--- config.mk ---
export PLATFORM = sky130hd
export DESIGN_NAME = request_unit
export DESIGN_NICKNAME = d
export VERILOG_FILES = /design/src/rtl/request_unit.sv
export SDC_FILE = /design/constraint.sdc
export NUM_CORES = 1
export LEC_CHECK = 0
export CAP_MARGIN = 40
export CORE_MARGIN = 2
export CORE_UTILIZATION = 46
export CTS_CLUSTER_DIAMETER = 60
export DETAILED_ROUTE_END_ITERATION = 10
export PLACE_DENSITY_LB_ADDON = 0.1
export RECOVER_POWER = 50
export SLEW_MARGIN = 15
export SYNTH_ARGS = -nofsm -noshare
export SYNTH_HDL_FRONTEND = slang
export SYNTH_SLANG_ARGS = --single-unit
--- constraint.sdc ---
create_clock -name CLK -period 2 [get_ports CLK]
set_clock_uncertainty 0.2 [all_clocks]
set_input_delay 0.5 -clock CLK [delete_from_list [all_inputs] [get_ports CLK]]
set_output_delay 0.5 -clock CLK [all_outputs]
set_load 0.05 [all_outputs]
--- src/rtl/request_unit.sv ---
// Request sequencer: issues one instruction fetch, then at most one data access,
// holding each memory request until its hit; produces pcEN, sticky halt and error flags.
module request_unit #(
  parameter int TIMEOUT = 64,
  parameter int STALL_W = 32
) (
  input  logic               CLK,
  input  logic               RST,
  input  logic               cu_iREN,
  input  logic               cu_dREN,
  input  logic               cu_dWEN,
  input  logic               cu_halt,
  input  logic               ihit,
  input  logic               dhit,
  output logic               imemREN,
  output logic               dmemREN,
  output logic               dmemWEN,
  output logic               pcEN,
  output logic               halt,
  output logic               err_timeout,
  output logic               err_conflict,
  output logic [STALL_W-1:0] stall_cnt
);

  localparam int WAIT_W = $clog2(TIMEOUT + 1);
  localparam logic [WAIT_W-1:0] WAIT_MAX = WAIT_W'(TIMEOUT);

  typedef enum logic [1:0] {
    FETCH  = 2'd0,
    DATA   = 2'd1,
    HALTED = 2'd2
  } state_e;

  state_e             state_q, state_d;
  logic               d_rd_q, d_rd_d;
  logic               d_wr_q, d_wr_d;
  logic               err_conflict_q, err_conflict_d;
  logic               err_timeout_q, err_timeout_d;
  logic [WAIT_W-1:0]  wait_q, wait_d;
  logic [STALL_W-1:0] stall_q, stall_d;

  logic imem_c, dren_c, dwen_c, pc_c, waiting_c, hit_c;

  always_ff @(posedge CLK or posedge RST) begin
    if (RST) begin
      state_q        <= FETCH;
      d_rd_q         <= 1'b0;
      d_wr_q         <= 1'b0;
      err_conflict_q <= 1'b0;
      err_timeout_q  <= 1'b0;
      wait_q         <= '0;
      stall_q        <= '0;
    end else begin
      state_q        <= state_d;
      d_rd_q         <= d_rd_d;
      d_wr_q         <= d_wr_d;
      err_conflict_q <= err_conflict_d;
      err_timeout_q  <= err_timeout_d;
      wait_q         <= wait_d;
      stall_q        <= stall_d;
    end
  end

  // A halt on the fetched instruction takes precedence over any data operation.
  always_comb begin
    state_d        = state_q;
    d_rd_d         = d_rd_q;
    d_wr_d         = d_wr_q;
    err_conflict_d = err_conflict_q;
    imem_c         = 1'b0;
    dren_c         = 1'b0;
    dwen_c         = 1'b0;
    pc_c           = 1'b0;
    waiting_c      = 1'b0;
    hit_c          = 1'b0;
    case (state_q)
      FETCH: begin
        imem_c = cu_iREN;
        if (cu_iREN && ihit) begin
          hit_c = 1'b1;
          if (cu_halt) begin
            state_d = HALTED;
          end else if (cu_dWEN || cu_dREN) begin
            d_wr_d         = cu_dWEN;
            d_rd_d         = cu_dREN && !cu_dWEN;
            err_conflict_d = err_conflict_q || (cu_dWEN && cu_dREN);
            state_d        = DATA;
          end else begin
            pc_c = 1'b1;
          end
        end else if (cu_iREN) begin
          waiting_c = 1'b1;
        end
      end
      DATA: begin
        dren_c = d_rd_q;
        dwen_c = d_wr_q;
        if (dhit) begin
          hit_c   = 1'b1;
          pc_c    = 1'b1;
          d_rd_d  = 1'b0;
          d_wr_d  = 1'b0;
          state_d = FETCH;
        end else begin
          waiting_c = 1'b1;
        end
      end
      HALTED: begin
        state_d = HALTED;
      end
      default: begin
        state_d = FETCH;
        d_rd_d  = 1'b0;
        d_wr_d  = 1'b0;
      end
    endcase
  end

  // Wait counter saturates at TIMEOUT so the timeout flag cannot be missed by wrap-around.
  always_comb begin
    wait_d = wait_q;
    if (hit_c || (state_d != state_q)) begin
      wait_d = '0;
    end else if (waiting_c && (wait_q != WAIT_MAX)) begin
      wait_d = wait_q + WAIT_W'(1);
    end
    err_timeout_d = err_timeout_q || (wait_d == WAIT_MAX);
    stall_d = stall_q;
    if (waiting_c && (stall_q != {STALL_W{1'b1}})) begin
      stall_d = stall_q + STALL_W'(1);
    end
  end

  assign imemREN      = imem_c && !RST;
  assign pcEN         = pc_c && !RST;
  assign dmemREN      = dren_c;
  assign dmemWEN      = dwen_c;
  assign halt         = (state_q == HALTED);
  assign err_timeout  = err_timeout_q;
  assign err_conflict = err_conflict_q;
  assign stall_cnt    = stall_q;

endmodule

-- Yosys cells after proc, flatten, opt, wreduce, memory -nomap -nowiden
Index checks and enable logic that the tools add are counted.
W data, S select, Z words.
- register bits: 45
- input port bits: 8
- output and inout port bits: 39
- logic and storage cells: 67
- equal/unequal tests: 10
- mux-type cells: 30
- add/sub/neg operators: 2
- bitwise operators: 2
- reduce and logical (&&, ||, !) cells: 16
- operators with widths (cell ; count):
    $add A32 B1 Y32 const B ; 1
    $ne A32 B32 Y1 const B ; 1
    $mux W1 ; 18
    $mux W7 ; 2
    $mux W2 ; 4
    $ne A2 B2 Y1 const B ; 4
    $add A7 B1 Y7 const B ; 1
    $eq A7 B7 Y1 const B ; 1
    $logic_and A1 B1 Y1 ; 7
    $ne A7 B7 Y1 const B ; 1
    $pmux W1 S2 ; 3
    $pmux W1 S3 ; 2
    $pmux W2 S3 ; 1
    $reduce_and A5 Y1 ; 1
    $logic_or A1 B1 Y1 ; 4
    $reduce_and A4 Y1 ; 1
    $eq A2 B1 Y1 const B ; 1
    $eq A2 B2 Y1 const B ; 1
    $logic_not A1 Y1 ; 2
    $logic_not A2 Y1 ; 1
    $ne A2 B2 Y1 ; 1
    $not A1 Y1 ; 2

-- Depth between registers and ports, before layout
- word-level depth: 10
- depth in mapped cells: 8
- depth with buffers taken out: 6

-- Worst setup path after synthesis
Ideal clock, no wire load.
- path type: register to output
- from: register state_q[1]
- to: output imemREN
- path slack: -973 ps
- stages on the path, launching flop included: 3
- data required time: 1300 ps
- data arrival time: 2273 ps
- cells stage by stage: dfrtp_1 -> buf_2 -> nor4b_1
- word-level cells in the longest chain between the ends: 3
- ends and longest elaborated chain (item ; line ; text):
    start: declaration ; 34 ; state_e state_q, state_d;
    start signal: assignment ; 54 ; state_q <= state_d;
    $logic_not A2 Y1 ; 76 ; case (state_q)
    $mux W1 ; 76 ;
    $logic_and A1 B1 Y1 ; 134 ; assign imemREN = imem_c && !RST;
    end: declaration ; 15 ; output logic imemREN,
No other way between the ends.

-- Worst setup path in the final report
- from: input ihit
- to: output pcEN
- word-level cells in the longest chain between the ends: 4
- ends and longest elaborated chain (item ; line ; text):
    start: declaration ; 13 ; input logic ihit,
    $logic_and A1 B1 Y1 ; 79 ; if (cu_iREN && ihit) begin
    $mux W1 ; 79 ;
    $pmux W1 S2 ; 76 ;
    $logic_and A1 B1 Y1 ; 135 ; assign pcEN = pc_c && !RST;
    end: declaration ; 18 ; output logic pcEN,
No other way between the ends.

==> results.yml <==
outcome:
  status: "finished, violations left"
  violations: "negative setup slack"
die:
  chipHeight_um: 76.1
  rows: 26
  die_w_um: 76.1
  start_util_pct: 47.1
  die_area_sq_um: 5790
  io_pins: 47
  fp.coreArea_sq_um: 5070
pwr:
  internal_power_mw: 2.14
  leakage_nw: 1.90
  p_clk_share_pct: 25.3
  p_total_mw: 3.26
  power.density_nw_per_um2: 752
  switching_share_pct: 34.4
  seqPwrFrac_pct: 34.8
  power.switching_mw: 1.12
  comb_power_share_pct: 39.9
  peakVddDrop_v: 0.00121
critical_path:
  cp_slowest_cell: "dlygate4sd2_1"
  slowest_delay_ps: 320
  worstPathArrival_ps: 1650
  path_buf_inv: 2
  cp_top_family: "buffers and inverters"
  cp.required_ps: 1300
  crit_type: "in -> out"
  end_kind: "output pin"
  cp-start-kind: "input port"
  critical_path.max_fanout: 3
  cp_cell_sequence: "dlygate4sd2_1 > nand4bb_4 > nor2_4 > nand2_2 > a211oi_4 > buf_12"
detailed_routing:
  vias_per_cell: 5.77
  wirelength_mm: 8.23
  post-route-drc-count: 0
  drt_pass1_iterations: 4
  ant_nets: 0
  vias: 2399
  wl_per_cell_um: 19.8
  drtIter0Drc: 117
clock_network:
  clock_latency_ps: 300
  cts.hold.buffers_added: 0
  cts_root_buffer: "clkbuf_8"
  path_clk_slew_ps: 90
  cts_tree: "built"
  cts_buffer_depth: 2
  htree_levels: 2
  cts_buffers: 5
  clock-sinks: 45
timing:
  worstMarginPinSlew_ps: 614
  slew_viol_final: 0
  fmaxAchievable_ghz: 0.426
  rsz0062_at_grt: "true"
  final.period_utilization_pct: 117
  finalWorstSetupSlack_ps: -347
  finalHoldViolCount: 0
  slew_headroom_pct: 59.1
  fin_crit_ps: 2350
  setup_violations: 42
  fin_setup_tns_ps: -6220
logic_synthesis:
  ys_ff_latch: 45
  synthCells: 229
  synth_area_per_cell_sq_um: 10.4
  synth_edf_count: 0
  synth-warning-count: 0
  synth_ff_type: "dfrtp_1"
  yosysUniqueCellTypes: 51
  synth.cell_area_sq_um: 2390
  async_flop_share_pct: 100
  synth_seq_area_share_pct: 47.1
  syn_nets: 240
finish:
  multi_input_area_sq_um: 1570
  drive_gt1_share_pct: 60.7
  fill_cells: 247
  nNetsFinal: 356
  layout_common_cells: "55 x buf_4, 33 x dfrtp_2, 32 x buf_12"
  area_delta_synth_final_pct: 81.3
  layout_commonest_cell: "buf_4"
  fin_util_pct: 85.5
  finalNonFillerCells: 416
  regArea_sq_um: 1170
  diodes: 0
job:
  drv_cap: 0
min_path:
  hp-class: "reg -> reg"
grt:
  grt_use_met2_pct: 46.3
  grt_use_met1_pct: 30.9
  grt_pass1_vias: 2346
  antenna_found_initial: 0
  grt_pass1_wl_mm: 11.9
  met3_usage_pct: 4.50
  grt.overflow.total: 0
  grt_busiest_layer: "met2"
  grt_max_degree: 46
  grt_use_total_pct: 25.7
place:
  port_buffers: 46
  dp_cells: 390
  place_ws_ps: -641
  gp_congestion: 0.805
  hpwlAfterDp_mm: 4.57
-- through the flow --
step / area [sq um] / hold slack, ps
6_report: 4340 / 288
5_1_grt: 4340 / 296
4_1_cts: 4080 / 284
3_5_place_dp: 3740 / 260
3_3_place_gp: 3740 / 262
2_1_floorplan: 2560 / 265
-- final cells by class --
type | instances | area share (%)
Clock buffer | 5 | 1.59
Multi-Input combinational cell | 171 | 36.1
Tap cell | 70 | 2.02
Inverter | 7 | 0.606
Clock inverter | 3 | 1.50
Timing Repair Buffer | 115 | 31.2
Sequential cell | 45 | 26.9
-- what timing repair did --
| item | 4_1_cts | 5_1_grt |
|---|---|---|
| resized for setup | 34 | 44 |
| setup buffers | 8 | 10 |
| setup endpoints to repair | 44 | 44 |
| pin swaps | 17 | 32 |
-- worst paths after layout --
kind	from	end	slack [ps]	cells past startpoint
min reg2reg	stall_cnt[12]$_DFFE_PP0P_	stall_cnt[12]$_DFFE_PP0P_	290	1
max	ihit	pcEN	-350	6
min in group asynchronous	RST	stall_cnt[22]$_DFFE_PP0P_	570	4
max reg2reg	state_q[0]$_DFF_PP0_	stall_cnt[6]$_DFFE_PP0P_	-320	10
min	stall_cnt[12]$_DFFE_PP0P_	stall_cnt[12]$_DFFE_PP0P_	290	1
max in group asynchronous	RST	stall_cnt[0]$_DFFE_PP0P_	580	4
-- routing by layer --
metal | share of wire (%) | vias up
li1 | - | 1057
met1 | 39 | 1200
met2 | 52 | 109
met3 | 4.8 | 33
met4 | 3.6 | 0
met5 | 0 | -
-- power by group through the flow --
stage               registers, mW  clock network [mW]  logic (mW)
floorplan                    1.34                   0       0.352
global placement             1.14                   0        1.04
detailed placement           1.15                   0        1.06
CTS                          1.12               0.826        1.18
global route                 1.15               0.858        1.38
finish                       1.14               0.824        1.30
-- flip-flops by register name (all words and copies together) (netlist names) --
name          flops
stall_cnt        32
wait_q            7
state_q           2
d_rd_q            1
d_wr_q            1
err_conflict      1
err_timeout       1
-- synth_stat cells, drive strengths merged (2+ instances only) --
| cell | instances | area share [%] |
|---|---|---|
| o211ai | 2 | 0.84 |
| nor2 | 23 | 3.6 |
| nand2b | 2 | 0.52 |
| nor4b | 2 | 1.4 |
| and2 | 2 | 0.52 |
| xnor2 | 22 | 8.1 |
| xor2 | 11 | 4.0 |
| and4 | 9 | 3.3 |
| mux2i | 2 | 0.84 |
| and3b | 2 | 0.73 |
| buf | 5 | 1.4 |
| o21ai | 4 | 0.84 |
| inv | 7 | 1.1 |
| a31oi | 2 | 0.52 |
| a21oi | 3 | 0.63 |
| and3 | 7 | 1.8 |
| ha | 3 | 1.6 |
| nor2b | 2 | 0.52 |
| nor3 | 4 | 1.0 |
| nand2 | 18 | 2.8 |
| nor3b | 2 | 1.3 |
| nand4 | 13 | 3.4 |
| dfrtp | 45 | 47 |
| nand3 | 14 | 2.9 |
| or2 | 3 | 0.78 |
| o2111ai | 3 | 1.4 |
-- cells by family after synthesis --
family / share of synthesized area [%]
adders and majority gates: 1.57
buffers and inverters: 2.72
xor gates and xnor gates: 12.1
AOI/OAI and AO/OA: 9.31
muxes: 1.31
DFF: 47.1
and+or+nand+nor: 25.9
No activity file was read; power rests on OpenSTA's default activity.
